$ cat src/rtl/gp_cmd_dispatch.sv
// Graphics command processor: parses the command-word stream, spreads LINE work round-robin over the line
// engines and hands FILL work to the frame filler. Define GP_ERR_EN to halt with an interrupt on unknown opcodes.
module gp_cmd_dispatch #(
    parameter int NUM_LE  = 2,
    parameter int COORD_W = 10
) (
    input  logic                   clk,
    input  logic                   rst,
    input  logic [31:0]            cmd_word,
    input  logic                   cmd_valid,
    output logic                   cmd_ready,
    output logic                   cmd_flush,
    input  logic                   GP_valid,
    input  logic [31:0]            GP_FRAME,
    output logic                   GP_interrupt,
    input  logic [NUM_LE-1:0]      LE_ready,
    output logic [31:0]            LE_color,
    output logic [2*COORD_W-1:0]   LE_point,
    output logic [NUM_LE-1:0]      LE_color_valid,
    output logic [NUM_LE-1:0]      LE_point0_valid,
    output logic [NUM_LE-1:0]      LE_point1_valid,
    output logic [NUM_LE-1:0]      LE_trigger,
    output logic [31:0]            LE_frame,
    output logic [31:0]            FF_frame,
    input  logic                   FF_ready,
    output logic                   FF_valid,
    output logic [23:0]            FF_color
);

    localparam int SEL_W = (NUM_LE > 1) ? $clog2(NUM_LE) : 1;
    localparam logic [7:0] OP_STOP = 8'h00;
    localparam logic [7:0] OP_LINE = 8'h01;
    localparam logic [7:0] OP_FILL = 8'h02;

    typedef enum logic [3:0] {
        IDLE, CMD, P0, P1, LE_SEL, ISSUE_C, ISSUE_0, ISSUE_1, FF_ISSUE, HALT
    } state_t;

    state_t               state, state_nxt;
    logic [SEL_W-1:0]     rr, sel, sel_nxt, pick_idx;
    logic                 pick_found;
    logic [NUM_LE-1:0]    rot, sel_oh;
    logic [23:0]          color;
    logic [2*COORD_W-1:0] p0, p1, pt_word;
    logic [31:0]          frame;
    logic                 accept;
    logic                 unused_word_bits;

    function automatic logic [SEL_W-1:0] wrap_add(input logic [SEL_W-1:0] base, input int off);
        int s;
        s = int'(base) + off;
        if (s >= NUM_LE) s = s - NUM_LE;
        return SEL_W'(s);
    endfunction

    assign accept           = cmd_valid && cmd_ready;
    assign pt_word          = {cmd_word[16+COORD_W-1:16], cmd_word[COORD_W-1:0]};
    assign unused_word_bits = ^cmd_word;
    assign LE_frame         = frame;
    assign FF_frame         = frame;

    // Ready vector rotated so bit 0 is the engine at the round-robin pointer.
    assign rot = NUM_LE'({LE_ready, LE_ready} >> rr);

    always_comb begin
        pick_found = 1'b0;
        pick_idx   = '0;
        for (int i = NUM_LE - 1; i >= 0; i--) begin
            if (rot[i]) begin
                pick_found = 1'b1;
                pick_idx   = wrap_add(rr, i);
            end
        end
    end

    always_comb begin
        state_nxt = state;
        sel_nxt   = sel;
        if (GP_valid) begin
            state_nxt = CMD;
        end else begin
            case (state)
                CMD: begin
                    if (accept) begin
                        case (cmd_word[31:24])
                            OP_STOP: state_nxt = HALT;
                            OP_LINE: state_nxt = P0;
                            OP_FILL: state_nxt = FF_ISSUE;
`ifdef GP_ERR_EN
                            default: state_nxt = HALT;
`else
                            default: state_nxt = CMD;
`endif
                        endcase
                    end
                end
                P0:       if (accept) state_nxt = P1;
                P1:       if (accept) state_nxt = LE_SEL;
                LE_SEL: begin
                    if (pick_found) begin
                        sel_nxt   = pick_idx;
                        state_nxt = ISSUE_C;
                    end
                end
                ISSUE_C:  state_nxt = ISSUE_0;
                ISSUE_0:  state_nxt = ISSUE_1;
                ISSUE_1:  state_nxt = CMD;
                FF_ISSUE: if (FF_ready) state_nxt = CMD;
                default:  state_nxt = state;
            endcase
        end
    end

    assign sel_oh = NUM_LE'(1) << sel_nxt;

    // Outputs are registered from the next state so every strobe is flop-driven.
    always_ff @(posedge clk or posedge rst) begin
        if (rst) begin
            state           <= IDLE;
            rr              <= '0;
            sel             <= '0;
            frame           <= '0;
            cmd_ready       <= 1'b0;
            cmd_flush       <= 1'b0;
            GP_interrupt    <= 1'b0;
            LE_color_valid  <= '0;
            LE_point0_valid <= '0;
            LE_point1_valid <= '0;
            LE_trigger      <= '0;
            LE_color        <= '0;
            LE_point        <= '0;
            FF_valid        <= 1'b0;
            FF_color        <= '0;
        end else begin
            state        <= state_nxt;
            sel          <= sel_nxt;
            cmd_flush    <= GP_valid;
            cmd_ready    <= (state_nxt == CMD) || (state_nxt == P0) || (state_nxt == P1);
            GP_interrupt <= (state_nxt == HALT);
            FF_valid     <= (state_nxt == FF_ISSUE);
            LE_color_valid  <= (state_nxt == ISSUE_C) ? sel_oh : '0;
            LE_point0_valid <= (state_nxt == ISSUE_0) ? sel_oh : '0;
            LE_point1_valid <= (state_nxt == ISSUE_1) ? sel_oh : '0;
            LE_trigger      <= (state_nxt == ISSUE_1) ? sel_oh : '0;
            if (GP_valid) frame <= GP_FRAME;
            if (!GP_valid && state == ISSUE_1) rr <= wrap_add(sel, 1);
            if (state_nxt == ISSUE_C) LE_color <= {8'h00, color};
            if (state_nxt == ISSUE_0) LE_point <= p0;
            if (state_nxt == ISSUE_1) LE_point <= p1;
            if (state == CMD && state_nxt == FF_ISSUE) FF_color <= cmd_word[23:0];
        end
    end

    // Command payload capture; only meaningful once the matching state is reached.
    always_ff @(posedge clk) begin
        if (accept && !GP_valid) begin
            case (state)
                CMD:     color <= cmd_word[23:0];
                P0:      p0    <= pt_word;
                P1:      p1    <= pt_word;
                default: ;
            endcase
        end
    end

endmodule

$ cat config.mk
export PLATFORM = sky130hd
export DESIGN_NAME = gp_cmd_dispatch
export DESIGN_NICKNAME = d
export VERILOG_FILES = /design/src/rtl/gp_cmd_dispatch.sv
export SDC_FILE = /design/constraint.sdc
export NUM_CORES = 1
export LEC_CHECK = 0
export ABC_AREA = 1
export CAP_MARGIN = 20
export CORE_MARGIN = 2
export CORE_UTILIZATION = 47
export CTS_CLUSTER_DIAMETER = 40
export DETAILED_ROUTE_END_ITERATION = 8
export MAX_ROUTING_LAYER = met4
export PLACE_DENSITY = 0.78
export SETUP_SLACK_MARGIN = 0.1
export SYNTH_ARGS = -nofsm -noshare
export SYNTH_HDL_FRONTEND = slang
export SYNTH_SLANG_ARGS = --single-unit
$ cat constraint.sdc
create_clock -name clk -period 5.6 [get_ports clk]
set_input_delay 1.68 -clock clk [delete_from_list [all_inputs] [get_ports clk]]
set_output_delay 1.68 -clock clk [all_outputs]
set_load 0.05 [all_outputs]
==> flow_summary_export.csv, run 1 <==
group,metric,value,unit
synthesis,synthesis.yosys.warnings,0,
synthesis,syn_inst,690,
finish,drive_above_1_share,0.0692,
clock_network,htree_num_levels,4,
critical_path,setup.worst_path.class,"input port to flop",
finish,area_taken_by_multi_input_logic_gates,1840,um^2
die,floorplan.die.width,128,um
power_and_ir_drop,p_int,0.00291,W
route,initial_drc_count,322,
outcome,outcome,"completed",
route,drt-pass1-iter-count,5,
synthesis,post_synth_main_area_contributors,"dfrtp_1 (40%), edfxtp_1 (27%), nand2_1 (14%)",
synthesis,netlist.area_leader.share,0.404,
critical_path,critPathLaunchType,"input port",
place,place.port_buffers,214,
finish,synthToLayoutAreaGrowth,36.0,%
critical_path,worst-r2r-cell-count,10,
power_and_ir_drop,share_seq_of_total_power,0.358,
die,std_cell_rows,45,
min_path,hold_depth,2,
run,timing.max_cap.violations,0,
min_path,hold_path_startpoint,"color[13]",
critical_path,worst-path-max-fanout,26,
sta,crit_path_setup_slack_layout,1430,ps
clock_network,cts-root-to-sink-buffers,2,
finish,layout_commonest_cell,"nand2_1",
die,design.core.area,15100,um^2
finish,antenna_cells,0,
clock_network,cts-buffers-inserted,17,
power_and_ir_drop,power.ir.vdd_worst,0.288,mV
min_path,hold_class,"flop to flop",
critical_path,critPathMaxStageDelay,710,ps
grt,grt_pass1_wl,27000,um
route,wl_per_cell,16.5,um
grt,grt_usage,0.224,
route,via_cell_ratio,5.09,
place,routabilityCongestion,0.833,
sta,timing.setup.tns,0,ps
power_and_ir_drop,powerDensity,523,nW/um^2
finish,sequential_cell_area,4820,um^2
clock_network,cts_root_cell,"clkbuf_16",
critical_path,crit_slowest_cell,"nor2_4",
finish,most-common-layout-cells,"nand2_1 (272), clkdlybuf4s50_1 (214), dfrtp_1 (116)",
grt,gr-total-overflow,0,
critical_path,cp_num_cells,13,
die,floorplan.initialDensity,0.476,
sta,post_route_minimum_period,4170,ps
place,dpl_worst_slack,999,ps
critical_path,timing.critical_path.cells,"clkdlybuf4s50_1 -> inv_1 -> nand2_1 -> nor2_1 -> nand2_1 -> nand2_1 -> nand2_1 -> nand2_1 -> nand4_2 -> nor2_4 -> nand3_4 -> nand2_1 -> nand2_1",
sta,fin_crit_sh,0.744,
synthesis,syn_area,7190,um^2
clock_network,worst_skew_pair.late_latency,420,ps
clock_network,worst_setup_hold_path_clk_slew,60,ps
sta,worst-slew-pin-transition,911,ps
die,number_of_ports_placed_on_the_die_boundary,223,
critical_path,required,5910,ps
clock_network,ctsHoldBuffers,0,
grt,pin_count_of_the_biggest_net_entering_global_routing,73,
grt,first_global_vias,5170,
power_and_ir_drop,power.share.switching,0.431,
power_and_ir_drop,pwr-share-comb,0.423,
grt,antenna_found_initial,0,
route,detail_route.drc_violations,0,
critical_path,crit_arrival,4480,ps
finish,n_fill_cell,1218,
power_and_ir_drop,total_switching_power,0.00220,W
critical_path,cpLargestDelayFamily,"simple AND/OR/NAND/NOR gates",
synthesis,yosys_register_bits,180,
clock_network,cts_tree,"done",
clock_network,cts.sink_count,180,
sta,holdWs,445,ps
power_and_ir_drop,power.static_leakage,4.37,nW
sta,hold_viol_final,0,
sta,slew_headroom,0.392,
die,dieArea,16300,um^2
synthesis,syn_area_per_cell,10.4,um^2
critical_path,worst_setup_path_end_kind,"flop",
route,drt-total-wl,17600,um
critical_path,critical_path.n_buffers_inverters,2,
synthesis,synth_sequential_area_ratio,0.671,
sta,max_freq,240,MHz
critical_path,crit-reg2reg-capture,"LE_color[19]",
finish,finish.net_count,939,
min_path,worstHoldEndpoint,"LE_color[13]",
clock_network,cts.repair_timing.setup_buffer_count,0,
clock_network,post_cts_resize_count,0,
critical_path,setup.reg_to_reg.worst_slack,2490,ps
synthesis,synth_top_area_cell,"dfrtp_1",
sta,final.setup_skew,6.18,ps
critical_path,worstReg2RegStart,"state[3]",
power_and_ir_drop,clkPwrFrac,0.219,
sta,maxSlewViolCount,0,
die,die_h,128,um
critical_path,critical-path-top-cell-by-count,"nand2_1",
synthesis,synth_cell_types,26,
place,dp.final_hpwl,12000,um
sta,rsz_0062_raised_after_global_routing,"false",
sta,setup_viol_count_final,0,
route,ant_nets,0,
route,vias,5438,
power by group through the flow:
stage	clock [W]	combinational (W)	sequential [W]
after floorplan	0	0.000663	0.00261
after detailed placement	0	0.00218	0.00185
final	0.00112	0.00216	0.00183
after global placement	0	0.00214	0.00185
after global routing	0.00118	0.00228	0.00185
after CTS	0.00113	0.00218	0.00183
per-layer routing:
layer  track usage  wire [um]  vias up
li1              -          -     2559
met1         0.282       7420     2622
met2         0.368       8790      233
met3        0.0456       1170       24
met4        0.0730        267        0
met5             -          0        -
synth_stat cells (all sizes together):
library cell / number
nand2: 278
nor3: 5
dfrtp: 116
nand3b: 1
clkinv: 2
edfxtp: 64
conb: 1
o21ai: 7
nor4: 1
nor2: 24
buf: 61
nand3: 66
clkbuf: 10
a21oi: 1
nand4: 27
inv: 26
kinds of logic after synthesis:
logic type      Yosys count  share of synthesized area
buf+inv                  99                     0.0777
simple gates            402                      0.244
other cells               1                   0.000522
compound gates            8                    0.00609
flops                   180                      0.671
layout make-up:
cell class                      instances  area share
Inverter                               28      0.0110
Clock inverter                          9     0.00819
Sequential cell                       180       0.494
Clock buffer                           23      0.0479
Timing Repair Buffer                  223       0.227
Multi-Input combinational cell        418       0.188
Tap cell                              188      0.0241
through the flow:
| stage | area (um^2) | power, W | utilization | cells |
|---|---|---|---|---|
| 2_1_floorplan | 7210 | 0.00327 | - | 697 |
| 3_3_place_gp | 9210 | 0.00399 | 0.610 | 1036 |
| 3_5_place_dp | 9220 | 0.00402 | 0.611 | 1037 |
| 4_1_cts | 9770 | 0.00514 | 0.648 | 1069 |
| 5_1_grt | 9770 | 0.00532 | 0.648 | 1069 |
| 6_report | 9770 | 0.00511 | 0.648 | 1069 |
worst max-delay path by stage:
| stage | start | end | slack (ps) |
|---|---|---|---|
| 2_1_floorplan | rst | FF_color[0] | 850 |
| 3_3_place_gp | cmd_word[28] | FF_color[0] | 1200 |
| 3_5_place_dp | cmd_word[25] | FF_color[6] | 1000 |
| 4_1_cts | cmd_word[25] | FF_color[17] | 1440 |
| 5_1_grt | cmd_word[24] | FF_color[23] | 1140 |
| 6_report | cmd_word[25] | FF_color[17] | 1430 |
worst register-to-register path, stage by stage, from the launching register on:
cell	delay [ps]
dfrtp_1	470
inv_2	110
nand2_2	80
nor2_4	590
nand2_1	140
nand4_2	320
nand2_2	130
nor2_4	520
inv_2	400
nand2_1	170
nand2_1	70
flip-flops by register name (all words and copies together), names as in the netlist, 2 cells and up:
signal           count
p1                  20
state                4
LE_point0_valid      2
FF_frame            32
FF_color            24
LE_color            24
p0                  20
LE_trigger           2
color               24
LE_color_valid       2
LE_point            20
No activity file was read; power rests on OpenSTA's default activity.
==> run 2, diff against run 1 <==
--- a/config.mk
+++ b/config.mk
@@ -8,11 +8,11 @@
 export ABC_AREA = 1
 export CAP_MARGIN = 20
 export CORE_MARGIN = 2
-export CORE_UTILIZATION = 47
+export CORE_UTILIZATION = 42
 export CTS_CLUSTER_DIAMETER = 40
 export DETAILED_ROUTE_END_ITERATION = 8
 export MAX_ROUTING_LAYER = met4
-export PLACE_DENSITY = 0.78
+export PLACE_DENSITY = 0.73
 export SETUP_SLACK_MARGIN = 0.1
 export SYNTH_ARGS = -nofsm -noshare
 export SYNTH_HDL_FRONTEND = slang
==> constraint.sdc (replaced) <==
create_clock -name clk -period 3.55 [get_ports clk]
set_input_delay 1.065 -clock clk [delete_from_list [all_inputs] [get_ports clk]]
set_output_delay 1.065 -clock clk [all_outputs]
set_load 0.05 [all_outputs]
==> run 2 against run 1 <==
Cell area rose by 1.6%. Total power increased by 61%. Worst hold slack improved by 2.7 ps. Sequential share of layout area down 0.79 points.
==> flow_summary_export.csv, run 2 (synthesis gave the netlist of run 1 again) <==
group,metric,value,unit
critical_path,worstReg2RegStart,"state[3]",
grt,grt_usage,0.210,
clock_network,ctsHoldBuffers,0,
min_path,hold_class,"flop to flop",
finish,antenna_cells,0,
place,placed_cells_incl_taps,1076,
critical_path,worst_setup_path_end_kind,"flop",
critical_path,setup.worst_path.class,"input port to flop",
power_and_ir_drop,power.ir.vdd_worst,0.485,mV
sta,final.setup_skew,7.51,ps
sta,rsz_0062_raised_after_global_routing,"false",
sta,slew_headroom,0.566,
critical_path,critical-path-top-cell-by-count,"nand2_1",
die,floorplan.initialDensity,0.432,
min_path,hold_depth,2,
min_path,hold_path_startpoint,"color[11]",
die,floorplan.die.width,135,um
die,std_cell_rows,47,
route,initial_drc_count,348,
finish,drive_above_1_share,0.0833,
route,vias,5374,
clock_network,cts.repair_timing.setup_buffer_count,0,
sta,worst-slew-pin-transition,651,ps
route,wl_per_cell,16.3,um
sta,max_freq,325,MHz
critical_path,cp_num_cells,12,
grt,first_global_vias,5150,
finish,utilization,0.597,
power_and_ir_drop,powerDensity,829,nW/um^2
clock_network,cts-buffers-inserted,17,
critical_path,required,3850,ps
critical_path,worst-r2r-cell-count,12,
critical_path,crit_slowest_cell,"nor2_4",
route,drt-pass1-iter-count,5,
critical_path,crit-reg2reg-capture,"LE_color[3]",
critical_path,worst-path-max-fanout,25,
sta,hold_viol_final,0,
clock_network,cts_tree,"done",
run,timing.max_cap.violations,0,
finish,finish.cell_count_without_fillers,1108,
clock_network,cts.sink_count,180,
clock_network,cts-root-to-sink-buffers,2,
power_and_ir_drop,power.static_leakage,4.44,nW
route,detail_route.drc_violations,0,
finish,most-common-layout-cells,"nand2_1 (272), clkdlybuf4s50_1 (214), dfrtp_1 (116)",
finish,largest_register_ff_count,32,
sta,fin_crit_sh,0.868,
finish,layout_commonest_cell,"nand2_1",
die,design.core.area,16600,um^2
clock_network,worst_skew_pair.late_latency,420,ps
critical_path,setup.reg_to_reg.worst_slack,850,ps
critical_path,crit_arrival,3380,ps
grt,grt_pass1_wl,28000,um
place,dpl_worst_slack,41.1,ps
power_and_ir_drop,total_power,0.00823,W
grt,antenna_found_initial,0,
critical_path,critical_path.n_buffers_inverters,4,
place,place.port_buffers,214,
route,ant_nets,0,
place,routabilityCongestion,0.842,
grt,pin_count_of_the_biggest_net_entering_global_routing,117,
sta,post_route_minimum_period,3080,ps
sta,maxSlewViolCount,0,
place,dp.final_hpwl,12300,um
critical_path,worst_setup_path_endpoint,"LE_color[3]",
critical_path,cpLargestDelayFamily,"simple AND/OR/NAND/NOR gates",
sta,setup_viol_count_final,0,
critical_path,critPathMaxStageDelay,500,ps
critical_path,critPathLaunchType,"input port",
grt,gr-total-overflow,0,
sta,timing.setup.tns,0,ps
clock_network,post_cts_resize_count,0,
critical_path,timing.critical_path.cells,"clkdlybuf4s50_1 -> nand2_1 -> inv_1 -> nand3_1 -> nand4_1 -> nand2_1 -> inv_2 -> nand2_2 -> nor2_4 -> inv_2 -> nand2_1 -> nand2_1",
clock_network,htree_num_levels,4,
sta,crit_path_setup_slack_layout,469,ps
outcome,outcome,"completed",
die,number_of_ports_placed_on_the_die_boundary,223,
route,via_cell_ratio,4.85,
route,drt-total-wl,18000,um
clock_network,worst_setup_hold_path_clk_slew,70,ps
die,die_h,135,um
critical_path,setup.worst_path.start,"cmd_valid",
finish,finish.net_count,946,
die,dieArea,18200,um^2
clock_network,cts_root_cell,"clkbuf_16",
finish,synthToLayoutAreaGrowth,38.2,%
run 2: changes by cell type in the layout (fill, tap and decap cells not counted), sizes merged:
cell,delta
inv,+3
clkbuf,-6
buf,+7
clkinv,+3
run 2: worst min path at each step:
stage | endpoint | slack, ps
6_report | LE_color[11] | 450
5_1_grt | LE_color[5] | 460
4_1_cts | LE_color[8] | 450
3_5_place_dp | LE_color[5] | 430
3_3_place_gp | LE_color[7] | 430
2_1_floorplan | LE_color[0] | 430
run 2: area by class of cell:
class / count / area [um^2]
fillers: 1393 / 6710
flip-flops and latches: 180 / 4820
repair buffers: 230 / 2290
multi-input cells: 418 / 1840
clock buffers: 17 / 425
well taps: 220 / 275
clock inverters: 15 / 170
inverters: 28 / 109
run 2: power by group:
part	leakage (nW)	internal, W	total (W)	switching [W]
sequential	2.08	0.00260	0.00288	0.000274
clock	0.289	0.00100	0.00186	0.000859
combinational	2.07	0.00104	0.00350	0.00246
run 2: through the flow:
step                      instance area, um^2  hold WS, ps
after CTS                                9930          449
final                                    9930          447
after detailed placement                 9340          432
after floorplan                          7220          425
after global routing                     9930          463
after global placement                   9340          428
run 2: worst register-to-register path: cells and delay by family (launching register included):
| family | cells | cell delay (ps) |
|---|---|---|
| compound gates | 2 | 330 |
| buf+inv | 3 | 690 |
| flops | 1 | 480 |
| simple gates | 7 | 1080 |
run 2: per-layer routing:
metal	GRT usage	vias up	part of all wire
li1	-	2581	-
met1	0.257	2557	0.40
met2	0.343	216	0.51
met3	0.0499	20	0.075
met4	0.0719	0	0.016
met5	-	-	0
==> run 3, diff against run 2 <==
--- a/config.mk
+++ b/config.mk
@@ -11,6 +11,7 @@
 export CORE_UTILIZATION = 42
 export CTS_CLUSTER_DIAMETER = 40
 export DETAILED_ROUTE_END_ITERATION = 8
+export GPL_ROUTABILITY_DRIVEN = 0
 export MAX_ROUTING_LAYER = met4
 export PLACE_DENSITY = 0.73
 export SETUP_SLACK_MARGIN = 0.1
==> results of run 3 <==
No change in the layout: final DEF, timing and power equal those of run 2.
